## src/rtl/cam_frame_writer.sv

```systemverilog
// cam_frame_writer: captures one OV7670 RGB565 frame per request and writes it as RGB444 into the frame buffer.
module cam_frame_writer #(
  parameter int n  = 120,
  parameter int m  = 160,
  parameter int AW = 15,
  parameter int DW = 12
) (
  input  logic          clk,
  input  logic          rst,
  input  logic          init_captura,
  input  logic          vsync,
  input  logic          href,
  input  logic [7:0]    px_data,
  output logic [AW-1:0] mem_px_addr,
  output logic [DW-1:0] mem_px_data,
  output logic          px_wr,
  output logic          busy,
  output logic          done
);
  localparam logic [AW:0] NM = (AW+1)'(n * m);
  typedef enum logic [2:0] {IDLE, WAIT_VS, WAIT_FRAME, CAPTURE, FRAME_END} state_t;
  state_t        state_q, state_d;
  logic          phase_q, phase_d, req_q, busy_q, busy_d, done_q, done_d;
  logic [6:0]    byte1_q, byte1_d;
  logic [AW-1:0] addr_q, addr_d;
  logic [DW-1:0] data_q, data_d, pixel;
  logic [AW:0]   cnt_q, cnt_d;
  logic          start, unused;
  assign unused = ^{px_data[6:5], px_data[0]};
  // only the bits that survive RGB565 -> RGB444 are kept from the first byte
  assign pixel = {byte1_q[6:3], byte1_q[2:0], px_data[7], px_data[4:1]};
  assign start = init_captura & ~req_q;
  assign px_wr = state_q == CAPTURE && href && phase_q && cnt_q < NM;
  assign mem_px_data = px_wr ? pixel : data_q;
  assign mem_px_addr = addr_q;
  assign busy = busy_q;
  assign done = done_q;
  always_comb begin
    state_d = state_q;
    phase_d = phase_q;
    byte1_d = byte1_q;
    addr_d  = addr_q;
    data_d  = data_q;
    cnt_d   = cnt_q;
    busy_d  = busy_q;
    done_d  = done_q;
    case (state_q)
      IDLE: if (start) begin
        done_d  = 1'b0;
        busy_d  = 1'b1;
        state_d = WAIT_VS;
      end
      WAIT_VS: state_d = vsync ? WAIT_FRAME : WAIT_VS;
      WAIT_FRAME: if (!vsync) begin
        addr_d  = '0;
        cnt_d   = '0;
        phase_d = 1'b0;
        state_d = CAPTURE;
      end
      CAPTURE: begin
        phase_d = href & ~phase_q;
        byte1_d = (href && !phase_q) ? {px_data[7:4], px_data[2:0]} : byte1_q;
        if (px_wr) begin
          data_d = pixel;
          cnt_d  = cnt_q + 1'b1;
          addr_d = (cnt_q == NM - 1'b1) ? addr_q : addr_q + 1'b1;
        end
        // vsync and the last pixel on the same cycle still leave only once
        state_d = (vsync || (px_wr && cnt_q == NM - 1'b1)) ? FRAME_END : CAPTURE;
      end
      FRAME_END: begin
        busy_d  = 1'b0;
        done_d  = 1'b1;
        state_d = IDLE;
      end
      default: state_d = IDLE;
    endcase
  end
  always_ff @(posedge clk or negedge rst) begin
    if (!rst) begin
      state_q <= IDLE;
      phase_q <= 1'b0;
      req_q   <= 1'b0;
      byte1_q <= '0;
      addr_q  <= '0;
      data_q  <= '0;
      cnt_q   <= '0;
      busy_q  <= 1'b0;
      done_q  <= 1'b0;
    end else begin
      state_q <= state_d;
      phase_q <= phase_d;
      req_q   <= init_captura;
      byte1_q <= byte1_d;
      addr_q  <= addr_d;
      data_q  <= data_d;
      cnt_q   <= cnt_d;
      busy_q  <= busy_d;
      done_q  <= done_d;
    end
  end
endmodule

```

## config.mk

```make
export PLATFORM = sky130hd
export DESIGN_NAME = cam_frame_writer
export DESIGN_NICKNAME = d
export VERILOG_FILES = /design/src/rtl/cam_frame_writer.sv
export SDC_FILE = /design/constraint.sdc
export NUM_CORES = 1
export LEC_CHECK = 0
export CAP_MARGIN = 20
export CORE_MARGIN = 3
export CORE_UTILIZATION = 55
export CTS_CLUSTER_DIAMETER = 150
export CTS_CLUSTER_SIZE = 14
export DETAILED_ROUTE_END_ITERATION = 12
export PLACE_DENSITY = 0.78
export REMOVE_ABC_BUFFERS = 1
export SYNTH_ARGS = -nofsm -noshare
export SYNTH_HDL_FRONTEND = slang
export SYNTH_SLANG_ARGS = --single-unit
```

## constraint.sdc

```tcl
create_clock -name clk -period 5.1 [get_ports clk]
set_input_delay 1.02 -clock clk [delete_from_list [all_inputs] [get_ports clk]]
set_output_delay 1.02 -clock clk [all_outputs]
set_load 0.01 [all_outputs]
```

==> implementation parameters <==
Parameter                              Value

Timing
  Setup tns final ... 0 ns
  Tcrit/Tclk final ... 82.6%
  Fin. max-slew vios ... 0
  Worst path setup slack after routing ... 0.886 ns
  Setup-violating endpoint count in the final report ... 0
  Clock Skews ... 0.00648 ns
  Peak Freq ... 0.237 GHz
  Setup repair after global routing missed its margin ... false
  Final Hold Viols ... 0
  Relative slew slack ... 50.1%
  Post-layout min period ... 4.21 ns
  Actual transition at the worst max-transition pin ... 0.746 ns

Critical path
  Critical path fanouts, max ... 13
  Data arrival time of the worst path ... 3.19 ns
  Worst-case reg-to-reg path depth ... 6
  CP endpoint kind ... output port
  Required time of the critical path ... 4.08 ns
  Class of the most critical setup path ... in2out
  Crit path launch type ... input port

Run status
  Result of the run ... finished clean

Drt
  Final wirelength ... 5860 µm
  Number of vias after detailed routing ... 2284
  Via density per instance ... 5.64
  DRT iter0 DRCs ... 196
  Post-route ant nets ... 0
  DRC viols ... 0
  TritonRoute pass-1 iters ... 4
  Per-cell routed wire length ... 14.5 µm

Power and ir drop
  Sequential group share of total power ... 45.6%
  Worst vdd ir ... 310 µV
  Cell internal power dissipation ... 0.956 mW
  Fraction of power consumed by combinational cells ... 30.0%
  Clock network fraction of total power ... 24.3%
  Power per cell area ... 409 nW/µm²
  Net switching power figure ... 0.440 mW
  Net switching share of the total power ... 31.5%
  Leakage ... 1.54 nW

Clock network
  TritonCTS clock tree ... built
  Hold Buf Count CTS ... 0
  Clock latency of the later-clocked register in the worst-skew pair ... 0.32 ns
  Clock-pin transition on the worst setup and hold timing paths ... 0.06 ns
  Setup repair bufs after CTS ... 0
  CTS HTree Levels ... 3
  Buffer depth of the longest clock path ... 2
  Number of buffers added by the clock tree synthesis step ... 9
  Clock Tree Root ... clkbuf_8
  Count of clock tree sinks ... 57
  Total of cells resized after clock tree synthesis ... 0

GRT
  First-pass GRT wire length ... 10200 µm
  Number of global-route vias before repair ... 2201
  Maximum number of pins on one net before global-route repair ... 58
  Final global-route overflow total ... 0
  Initial antenna violation count ... 0
  Tot GR Track Use ... 21.3%

Placed design
  Setup slack at placement ... 0.899 ns
  Post-DP HPWL ... 3890 µm
  Dpl cell area ... 3260 µm²
  Weighted congestion reported at the end of routability-driven placement ... 0.773
  Quantity of I/O buffers inserted on ports ... 42
  Placed cells ... 391

Finish
  Antenna Cells ... 0
  Post-layout nets ... 351
  Area Overhead vs Synth ... 21.4%
  Post-route standard cell area excluding fillers ... 3410 µm²
  Final Non-Filler Cells ... 405
  Layout cells sized above 1 ... 8.88%

Synthesis
  Top cell types by occurrence after synthesis ... 67 x nand2_1, 57 x dfrtp_1, 19 x nor2_1
  Number of synthesized flops with an enable pin ... 0
  Warning count from the yosys run ... 0
  Synth Cell Area ... 2810 µm²
  Largest area contributor in the netlist ... dfrtp_1
  Leading cell type by number of instances after synthesis ... nand2_1
  Part of the Yosys area used for sequential elements ... 50.7%
  Fraction of registers with async set or reset after synthesis ... 100%
  Post-synthesis cell type count ... 49
  Total of flip-flops plus latches after synthesis ... 57
  Top post-synthesis cells by area ... dfrtp_1 51%, nand2_1 8.9%, mux2_2 3.2%
  Area fraction of the dominant cell type after synthesis ... 50.7%
  Gate count of the mapped netlist ... 293
  Post-synthesis average cell area ... 9.60 µm²
  Top FF cell, synth ... dfrtp_1

Floorplanning
  Site row count ... 25
  Width of the die ... 77.5 µm
  Top-level port count ... 43
  Chip height ... 77.5 µm
  Core outline area ... 4820 µm²
  Die Outline Area ... 6010 µm²
  Starting Density ... 58.4%

Run
  Max-cap violation count ... 0

Min path
  Path category of the worst min-delay check ... reg2reg
  Cell depth of the worst hold path ... 2
[cell families after synthesis]
| family | count (synthesis) | share of synthesized area, % |
|---|---|---|
| xor+xnor | 9 | 2.80 |
| simple gates | 151 | 28.0 |
| flops | 57 | 50.7 |
| buf+inv | 21 | 3.69 |
| fa+ha+maj | 2 | 0.890 |
| mux | 10 | 3.91 |
| compound gates | 43 | 9.97 |
[state kept, by name (all words and copies together), names as in the netlist]
name	flops
req_q	1
data_q	12
byte1_q	7
busy	1
cnt_q	16
done	1
mem_px_addr	15
phase_q	1
state_q	3
[cells in the final DEF, fill, tap and decap left out, types with 2 or more instances in the layout]
| cell type | instances |
|---|---|
| o211ai_1 | 2 |
| or3_1 | 3 |
| nand3b_1 | 2 |
| nor3b_1 | 2 |
| a21oi_1 | 14 |
| and4_1 | 2 |
| nor2b_1 | 2 |
| o31ai_1 | 12 |
| clkbuf_8 | 10 |
| mux2i_1 | 2 |
| o21ai_0 | 7 |
| nand4_1 | 9 |
| dfrtp_1 | 57 |
| nand2_1 | 67 |
| clkdlybuf4s50_1 | 41 |
| nor2_1 | 19 |
| nand3_1 | 12 |
| or4_1 | 12 |
| buf_4 | 4 |
| and2_1 | 3 |
| and3_1 | 2 |
| clkbuf_1 | 2 |
| inv_1 | 7 |
| xor2_1 | 8 |
| mux2_2 | 8 |
| nand2b_1 | 3 |
| ha_1 | 2 |
[worst max-delay path: stages]
cell	delay, ns
clkdlybuf4s50_1	0.44
and4b_1	0.21
and4b_4	0.36
nand2_1	0.11
inv_1	0.30
nand2_1	0.14
nand2_1	0.08
clkdlybuf4s50_1	0.53
[through the flow]
| stage | hold WS (ns) | util (%) | total power [mW] |
|---|---|---|---|
| after floorplan | 0.439 | - | 0.852 |
| after global placement | 0.453 | 67.6 | 1.05 |
| after detailed placement | 0.457 | 67.6 | 1.07 |
| after CTS | 0.472 | 70.7 | 1.41 |
| after global routing | 0.493 | 70.9 | 1.49 |
| final | 0.468 | 70.9 | 1.40 |
[path summary, 6_finish.rpt]
path,startpoint,endpoint,slack [ns]
max,href,mem_px_data[7],0.89
min,data_q[2],data_q[2],0.47
max reg2reg,state_q[0],mem_px_addr[3],2.86
min reg2reg,data_q[2],data_q[2],0.47
max in group asynchronous,rst,cnt_q[14],3.79
min in group asynchronous,rst,mem_px_addr[14],0.83
[power by group through the flow]
| stage | registers [mW] | clock network, mW | logic, mW |
|---|---|---|---|
| finish | 0.637 | 0.340 | 0.419 |
| global route | 0.656 | 0.371 | 0.465 |
| CTS | 0.638 | 0.348 | 0.425 |
| detailed placement | 0.644 | 0 | 0.423 |
| global placement | 0.641 | 0 | 0.414 |
| floorplan | 0.637 | 0 | 0.215 |
[final cells by class]
class	count	area (µm²)
Tap cell	67	83.8
Timing Repair Buffer	46	445
Fill cell	409	1400
Sequential cell	57	1430
Inverter	7	26.3
Clock buffer	12	145
Multi-Input combinational cell	215	1280
Clock inverter	1	5.00
[routing by layer]
| metal | share of wire [%] | routed length [µm] | GRT usage (%) | vias up |
|---|---|---|---|---|
| li1 | - | - | - | 1123 |
| met1 | 46 | 2700 | 28.3 | 1092 |
| met2 | 47 | 2780 | 33.4 | 61 |
| met3 | 5.1 | 301 | 5.57 | 8 |
| met4 | 1.4 | 80 | 8.01 | 0 |
| met5 | 0 | 0 | 0 | - |
No activity file was read; power rests on OpenSTA's default activity.
